### src/rtl/jk_seq_counter_pkg.sv
// rtl/jk_seq_counter_pkg.sv - shared constants and JK excitation helper for jk_seq_counter
package jk_seq_counter_pkg;

  localparam int DEFAULT_WIDTH   = 4;
  localparam int DEFAULT_MODULUS = 10;

  localparam logic [7:0] WRAP_CNT_MAX = 8'd255;

  // Excitation pairs are packed as {j, k}.
  localparam logic [1:0] JK_HOLD  = 2'b00;
  localparam logic [1:0] JK_SET   = 2'b10;
  localparam logic [1:0] JK_RESET = 2'b01;

  function automatic logic [1:0] jk_excite(input logic cur, input logic nxt);
    if (cur == nxt) begin
      return JK_HOLD;
    end else if (nxt) begin
      return JK_SET;
    end else begin
      return JK_RESET;
    end
  endfunction

endpackage

### src/rtl/jk_seq_counter_cell.sv
// rtl/jk_seq_counter_cell.sv - single JK flip-flop (hold/set/reset/toggle)
module jk_cell
  import jk_seq_counter_pkg::*;
(
  input  logic clk,
  input  logic j,
  input  logic k,
  output logic q
);

  // No reset pin: the cell is cleared by driving K from the counter.
  always_ff @(posedge clk) begin
    case ({j, k})
      JK_HOLD:  q <= q;
      JK_SET:   q <= 1'b1;
      JK_RESET: q <= 1'b0;
      default:  q <= ~q;
    endcase
  end

endmodule

### src/rtl/jk_seq_counter.sv
// rtl/jk_seq_counter.sv - modulo up/down counter built from a JK flip-flop bank
module jk_seq_counter
  import jk_seq_counter_pkg::*;
#(
  parameter int WIDTH   = DEFAULT_WIDTH,
  parameter int MODULUS = DEFAULT_MODULUS
) (
  input  logic             clk,
  input  logic             rst,
  input  logic             en,
  input  logic             up,
  input  logic             load,
  input  logic [WIDTH-1:0] din,
  output logic [WIDTH-1:0] q,
  output logic [WIDTH-1:0] j,
  output logic [WIDTH-1:0] k,
  output logic             tc,
  output logic [7:0]       wrap_cnt
);

  // One extra bit so MODULUS == 2**WIDTH is representable for the clamp compare.
  localparam logic [WIDTH:0]   MOD_EXT = (WIDTH + 1)'(MODULUS);
  localparam logic [WIDTH-1:0] MAX_VAL = WIDTH'(MODULUS - 1);

  logic [WIDTH-1:0] q_bank;
  logic [WIDTH-1:0] nxt;
  logic [WIDTH-1:0] cell_j;
  logic [WIDTH-1:0] cell_k;
  logic             wrap;

  always_comb begin
    nxt  = q_bank;
    wrap = 1'b0;
    if (rst) begin
      nxt = '0;
    end else if (load) begin
      nxt = ({1'b0, din} < MOD_EXT) ? din : MAX_VAL;
    end else if (en) begin
      if (up) begin
        if (q_bank == MAX_VAL) begin
          nxt  = '0;
          wrap = 1'b1;
        end else begin
          nxt = q_bank + 1'b1;
        end
      end else begin
        if (q_bank == '0) begin
          nxt  = MAX_VAL;
          wrap = 1'b1;
        end else begin
          nxt = q_bank - 1'b1;
        end
      end
    end
  end

  always_comb begin
    cell_j = '0;
    cell_k = '0;
    for (int i = 0; i < WIDTH; i++) begin
      {cell_j[i], cell_k[i]} = jk_excite(q_bank[i], nxt[i]);
    end
  end

  // During reset the cells still clear through K, but the visible excitation reads zero.
  assign j = rst ? '0 : cell_j;
  assign k = rst ? '0 : cell_k;
  assign q = q_bank;

  for (genvar g = 0; g < WIDTH; g++) begin : g_bank
    jk_cell u_cell (
      .clk (clk),
      .j   (cell_j[g]),
      .k   (cell_k[g]),
      .q   (q_bank[g])
    );
  end

  always_ff @(posedge clk) begin
    if (rst) begin
      tc       <= 1'b0;
      wrap_cnt <= 8'd0;
    end else begin
      tc <= wrap;
      if (wrap && (wrap_cnt != WRAP_CNT_MAX)) begin
        wrap_cnt <= wrap_cnt + 8'd1;
      end
    end
  end

endmodule

### config.mk
export PLATFORM = sky130hd
export DESIGN_NAME = jk_seq_counter
export DESIGN_NICKNAME = d
export VERILOG_FILES = /design/src/rtl/jk_seq_counter_pkg.sv /design/src/rtl/jk_seq_counter_cell.sv /design/src/rtl/jk_seq_counter.sv
export SDC_FILE = /design/constraint.sdc
export NUM_CORES = 1
export LEC_CHECK = 0
export ABC_AREA = 1
export ABC_CLOCK_PERIOD_IN_PS = 2200
export CORE_ASPECT_RATIO = 1.1
export CORE_MARGIN = 3
export CORE_UTILIZATION = 45
export CTS_CLUSTER_DIAMETER = 150
export DETAILED_ROUTE_END_ITERATION = 10
export GPL_TIMING_DRIVEN = 1
export HOLD_SLACK_MARGIN = 0.02
export PLACE_DENSITY_LB_ADDON = 0.2
export SLEW_MARGIN = 5
export SYNTH_ARGS = -nofsm -noshare
export SYNTH_HDL_FRONTEND = slang
export SYNTH_HIERARCHICAL = 1
export SYNTH_SLANG_ARGS = --single-unit
### constraint.sdc
create_clock -name clk -period 2.2 [get_ports clk]
set_input_delay 0.33 -clock clk [delete_from_list [all_inputs] [get_ports clk]]
set_output_delay 0.33 -clock clk [all_outputs]
set_load 0.005 [all_outputs]
==> Yosys cells after proc, flatten, opt, wreduce, memory -nomap -nowiden <==
Index checks and enable logic that the tools add are counted.
{ "totals": {"latchBits": 0, "output_inout_bits": 21, "input_bits": 9, "romBits": 0, "n_memories": 0, "ram_bits": 0, "wordCells": 61, "reg_bits": 13} }
{ "classes": {"muxes": 27, "shifts": 0, "n_reduce_logical": 6, "n_div": 0, "multipliers": 0, "bitwise": 4, "n_eq_ne": 14, "add_sub_neg": 3, "order_cmp": 1} }
{ "ops": {"columns": ["cell", "count"], "rows": [
  ["4-bit 2-to-1 mux", 9],
  ["2-bit 2-to-1 mux", 8],
  ["1-bit one-hot mux with 3 select lines", 4],
  ["8-bit by 1-bit adder with 8-bit output (second input constant)", 1],
  ["2-bit by 1-bit == test with 1-bit output (second input constant)", 4],
  ["2-bit == test (second input constant)", 4],
  ["2-bit logical NOT", 4],
  ["8-bit != test (second input constant)", 1],
  ["1-bit 2-to-1 mux", 6],
  ["4-bit by 1-bit adder with 4-bit output (second input constant)", 1],
  ["1-bit == test", 4],
  ["4-bit == test (second input constant)", 1],
  ["4-bit logical NOT", 1],
  ["4-bit < comparator (second input constant)", 1],
  ["1-bit NOT", 4],
  ["4-bit by 1-bit subtractor with 4-bit output (second input constant)", 1],
  ["1-bit logical AND", 1]
]} }

==> Depth between registers and ports, before layout <==
{ "logic_depth": {"depth_word": 10, "depth_mapped": 16, "ltp_nobuf": 15} }

==> Hierarchy <==
Netlist, hierarchy kept.
{ "modules_own_cells": {"columns": ["mod", "cells_per_inst", "seq_area_each_um2", "area_each_um2", "n_inst"], "rows": [
  ["jk_seq_counter", 151, 180.2, 932.1, 1],
  ["jk_cell", 8, 30.0, 75.1, 4]
]} }

==> Least setup slack after synthesis <==
Ideal clock, no wire load.
{ "synth_timing": {"kind": "reg2reg", "start": "register g_bank[0].u_cell.q", "end": "register g_bank[2].u_cell.q (data pin)", "period_less_slack_ps": 2104, "path_stages_with_launch": 15, "setup_time_ps": 263, "arrival_time_ps": 1841, "required_time_ps": 1937, "n_path_buf": 0, "slack_ps": 96, "path_cell_list": "edfxtp_1 -> inv_1 -> ha_1 -> nor2_1 -> nor2_1 -> nand2_1 -> o21ai_1 -> nand2_1 -> nand2_1 -> nand2_1 -> nor2_1 -> inv_1 -> ha_1 -> nand2_1 -> o21ai_1"} }
{ "synth_between": {"elab_chain_cells": 10, "elab_cells_between_ends": 17, "classes_between": "add/sub (2); eq/ne (4); mux (9); reduce/logical (2)"} }
{ "synth_rtl": {"columns": ["element", "line_no", "text"], "rows": [
  ["start: declaration", "jk_seq_counter_cell.sv:8", "output logic q"],
  ["start signal: assignment", "jk_seq_counter_cell.sv:14", "JK_HOLD: q <= q;"],
  ["start signal: assignment", "jk_seq_counter_cell.sv:17", "default: q <= ~q;"],
  ["4-bit by 1-bit subtractor with 4-bit output (tied with other cells)", "jk_seq_counter.sv:51", "nxt = q_bank - 1'b1;"],
  ["4-bit 2-to-1 mux (on tied branches)", "jk_seq_counter.sv:47, jk_seq_counter.sv:40", null],
  ["4-bit 2-to-1 mux (*)", "jk_seq_counter.sv:39", "if (up) begin"],
  ["4-bit 2-to-1 mux (*)", "jk_seq_counter.sv:38", "end else if (en) begin"],
  ["4-bit 2-to-1 mux (*)", "jk_seq_counter.sv:36", "end else if (load) begin"],
  ["4-bit 2-to-1 mux (*)", "jk_seq_counter.sv:34", "if (rst) begin"],
  ["2-bit 2-to-1 mux / 1-bit == test (equally long branches)", "jk_seq_counter_pkg.sv:17, jk_seq_counter_pkg.sv:15", null],
  ["2-bit 2-to-1 mux (*)", "jk_seq_counter_pkg.sv:15", "if (cur == nxt) begin"],
  ["named net cell_j[2]", "jk_seq_counter.sv:27", "logic [WIDTH-1:0] cell_j;"],
  ["2-bit by 1-bit == test with 1-bit output (tied with other cells)", "jk_seq_counter_cell.sv:13", "case ({j, k})"],
  ["1-bit one-hot mux with 3 select lines (*)", "jk_seq_counter_cell.sv:13", null],
  ["end signal: assignment", "jk_seq_counter_cell.sv:14", null],
  ["end signal: assignment", "jk_seq_counter_cell.sv:17", null],
  ["end: declaration", "jk_seq_counter_cell.sv:8", null]
]} }
The timed path passes the listed nets; every way through them passes the cells marked *.
A chain may end at the register's enable or synchronous reset.

==> Worst setup path after layout <==
{ "layout_timing": {"start": "input up", "end": "output k[3]"} }
{ "layout_between": {"elab_chain_cells": 7, "elab_cells_between_ends": 8, "classes_between": "eq/ne (1); mux (7)"} }
{ "layout_rtl": {"columns": ["element", "line_no", "text"], "rows": [
  ["start: declaration", "jk_seq_counter.sv:11", "input logic up,"],
  ["4-bit 2-to-1 mux (*)", "jk_seq_counter.sv:39", null],
  ["4-bit 2-to-1 mux (*)", "jk_seq_counter.sv:38", null],
  ["4-bit 2-to-1 mux (*)", "jk_seq_counter.sv:36", null],
  ["4-bit 2-to-1 mux (*)", "jk_seq_counter.sv:34", null],
  ["2-bit 2-to-1 mux / 1-bit == test (equally long branches)", "jk_seq_counter_pkg.sv:17, jk_seq_counter_pkg.sv:15", null],
  ["2-bit 2-to-1 mux (*)", "jk_seq_counter_pkg.sv:15", null],
  ["4-bit 2-to-1 mux (*)", "jk_seq_counter.sv:67", "assign k = rst ? '0 : cell_k;"],
  ["end: declaration", "jk_seq_counter.sv:16", "output logic [WIDTH-1:0] k,"]
]} }
Mark *: on every way between the ends. The rest lies on a longest branch, timed or not.

==> impl_metrics.tcl <==
set metrics [dict create \
    status "finished with violations" \
    violations "negative setup slack" \
    synthCells 183 \
    dp_cells 261 \
    yosys_warnings 6 \
    die_w_um 55.9 \
    crit_path_end "k[3]" \
    yosys_register_bits 13 \
    hold_slack_ps 514 \
    vdd_drop_max_mv 0.742 \
    syn_area_per_cell_um2 6.73 \
    worstSetupPathType "input port to output pin" \
    layoutNonFillerInstCount 274 \
    layout_commonest_cell "inv_1" \
    fmax_mhz 452 \
    synth_top_area_share_pct 14.6 \
    dpl_cell_area_um2 1700 \
    relSlewSlack_pct 81.2 \
    required_ps 1870 \
    synthArstFlopShare_pct 0 \
    clk_pin_slew_ps 90 \
    via_per_inst 4.97 \
    cap_violations 0 \
    finalMaxSlewViolations 0 \
    detail_route.wirelength_um 3380 \
    top_usage_layer "met2" \
    die-area_um2 3400 \
    grt_overflow 0 \
    layout_common_cells "inv_1, nand2_1, buf_4" \
    coreArea_um2 2540 \
    power_density_nw_per_um2 968 \
    numCtsBuffers 3 \
    setup_viol 1 \
    crit_path_max_fanout 5 \
    fin_area_um2 1920 \
    worstSetupStartpoint "up" \
    start_util_pct 48.5 \
    cp.arrival_ps 1880 \
    hold_viol_final 0 \
    fin_setup_tns_ps -13.0 \
    timing.rr.start "g_bank[0].u_cell/q$_DFFE_PP_" \
    antenna_found_initial 0 \
    fin_crit_sh_pct 101 \
    worstSetupEndpointType "output pin" \
    die-height_um 60.9 \
    fillers 194 \
    syn_to_final_growth_pct 55.7 \
    route.detailed.drc 0 \
    dpl.hpwl_um 2600 \
    use_met1_pct 20.9 \
    wire_per_inst_um 12.3 \
    start_kind "input port" \
    synth_nets 204 \
    htreeDepth 1 \
    drive_gt1_share_pct 35.8 \
    postRouteAntennaNets 0 \
    ys_top_cells_by_area "dfxtp_1, ha_1, nand2_1" \
    antenna_cells 0 \
    worst_hold_path_type "register to register" \
    cts_sinks 13 \
    worstMarginPinSlew_ps 282 \
    fin_nets 265 \
    grtUsageMet3_pct 3.40 \
    gp_congestion 0.883 \
    io_pins 30 \
    grtUsageMet2_pct 39.5 \
    synth_largest_area_cell "dfxtp_1" \
    drt_iter0_drc 38 \
    grt_pass1_vias 1309 \
    r2r-end "g_bank[2].u_cell/q$_DFFE_PP_" \
    power_mw 1.86 \
    grt_max_degree 11 \
    fin_crit_ps 2210 \
    rsz0062_at_grt "yes" \
    cts_tree "yes" \
    syn_area_um2 1230 \
    r2r.worst_path.cells 13 \
    port-buffer-count 29 \
    synth_edf_count 4 \
    synth-main-ff-cell "dfxtp_1" \
    leakagePower_nw 0.917 \
    final.setup.worst_slack_ps -13.0 \
    first_pass_iters 5 \
    clkLatencyLatePin_ps 270 \
    grt_pass1_wl_um 5330 \
    synth-seq-area-share_pct 24.4 \
    fin_worst_skew_ps 0.992 \
    cts_max_path_buffers 2 \
    holdBufCountCts 0 \
    grt_use_total_pct 19.7 \
    ff2ff_setup_slack_ps 70 \
    yosys.cell_types.count 27 \
    num_rows 19 \
    vias 1362 \
    cts-root-buf "clkbuf_4" \
]
-- report_power, final --
part / total, mW / switching, mW / internal (mW)
Combinational: 1.34 / 0.662 / 0.681
Clock: 0.151 / 0.0812 / 0.0701
Sequential: 0.363 / 0.0464 / 0.317
-- critical path, stage by stage --
cell	delay, ps
clkdlybuf4s50_1	630
nand4_2	170
nand2_2	100
inv_1	70
nand3_2	80
nand2_2	60
nand2_2	90
nand2_2	70
nor2_2	60
dlygate4sd2_1	240
-- layer usage --
layer  share of wire (%)  wire length, um  up-vias
met5                   0                0        -
met4                0.80               27        0
met3                 2.7               92        2
met2                  54             1830       23
met1                  42             1430      638
li1                    -                -      699
-- synthesized netlist by cell type, types with 2 or more instances --
cell and number:
dfxtp_1 9, nor2_2 3, xor2_1 2, nand2_4 2, inv_1 34, ha_1 12
nand3_1 7, xnor2_1 3, o21ai_0 2, nor2_1 17, nand2_2 3, nand4_2 2
edfxtp_1 4, nor3_1 3, a21oi_1 17, inv_2 3, o21ai_1 12, buf_6 2
nand2_1 38
-- timing repair --
| item | in CTS | in global routing |
|---|---|---|
| setup endpoints to repair | 9 | 11 |
| gates cloned | 0 | 0 |
| gates resized for setup | 35 | 27 |
| pin swaps | 8 | 17 |
| buffers inserted | 3 | 6 |
-- cell families (layout without fill, tap and decap cells) --
kind of cell | after synthesis | in the layout | share of synthesized area, %
compound gates | 31 | 31 | 12.6
xor+xnor | 5 | 5 | 3.55
fa+ha+maj | 12 | 12 | 12.2
buf+inv | 42 | 102 | 14.4
flops | 13 | 13 | 24.4
simple gates | 80 | 80 | 32.9
-- state kept, by name (all words and copies together) (netlist names) --
name,flops
wrap_cnt,8
tc,1
g_bank.u_cell/q,4
-- worst min path at each step --
stage / to / depth (start not counted) / from
after global routing: wrap_cnt[5]$_SDFFE_PP0P_ / 2 / wrap_cnt[5]$_SDFFE_PP0P_
after floorplan: wrap_cnt[5]$_SDFFE_PP0P_ / 2 / wrap_cnt[5]$_SDFFE_PP0P_
final: wrap_cnt[5]$_SDFFE_PP0P_ / 2 / wrap_cnt[5]$_SDFFE_PP0P_
after detailed placement: wrap_cnt[1]$_SDFFE_PP0P_ / 2 / wrap_cnt[1]$_SDFFE_PP0P_
after global placement: wrap_cnt[5]$_SDFFE_PP0P_ / 2 / wrap_cnt[5]$_SDFFE_PP0P_
after CTS: wrap_cnt[5]$_SDFFE_PP0P_ / 2 / wrap_cnt[5]$_SDFFE_PP0P_
-- stage by stage --
| stage | setup WS [ps] | utilization [%] |
|---|---|---|
| 3_3_place_gp | -139 | 66.7 |
| 3_5_place_dp | -225 | 66.7 |
| 4_1_cts | -57.0 | 70.5 |
| 5_1_grt | -101 | 75.5 |
| 6_report | -13.0 | 75.5 |
| 2_1_floorplan | 95.6 | - |
-- layout make-up --
type | instances | area, um2 | share of cell area, %
tap | 31 | 38.8 | 2.02
multi-input combinational | 128 | 902 | 47.0
clock buffer | 4 | 26.3 | 1.37
timing repair buffer | 61 | 513 | 26.7
sequential | 13 | 300 | 15.6
inverter | 37 | 139 | 7.24
(Power assumes the default switching activity.)
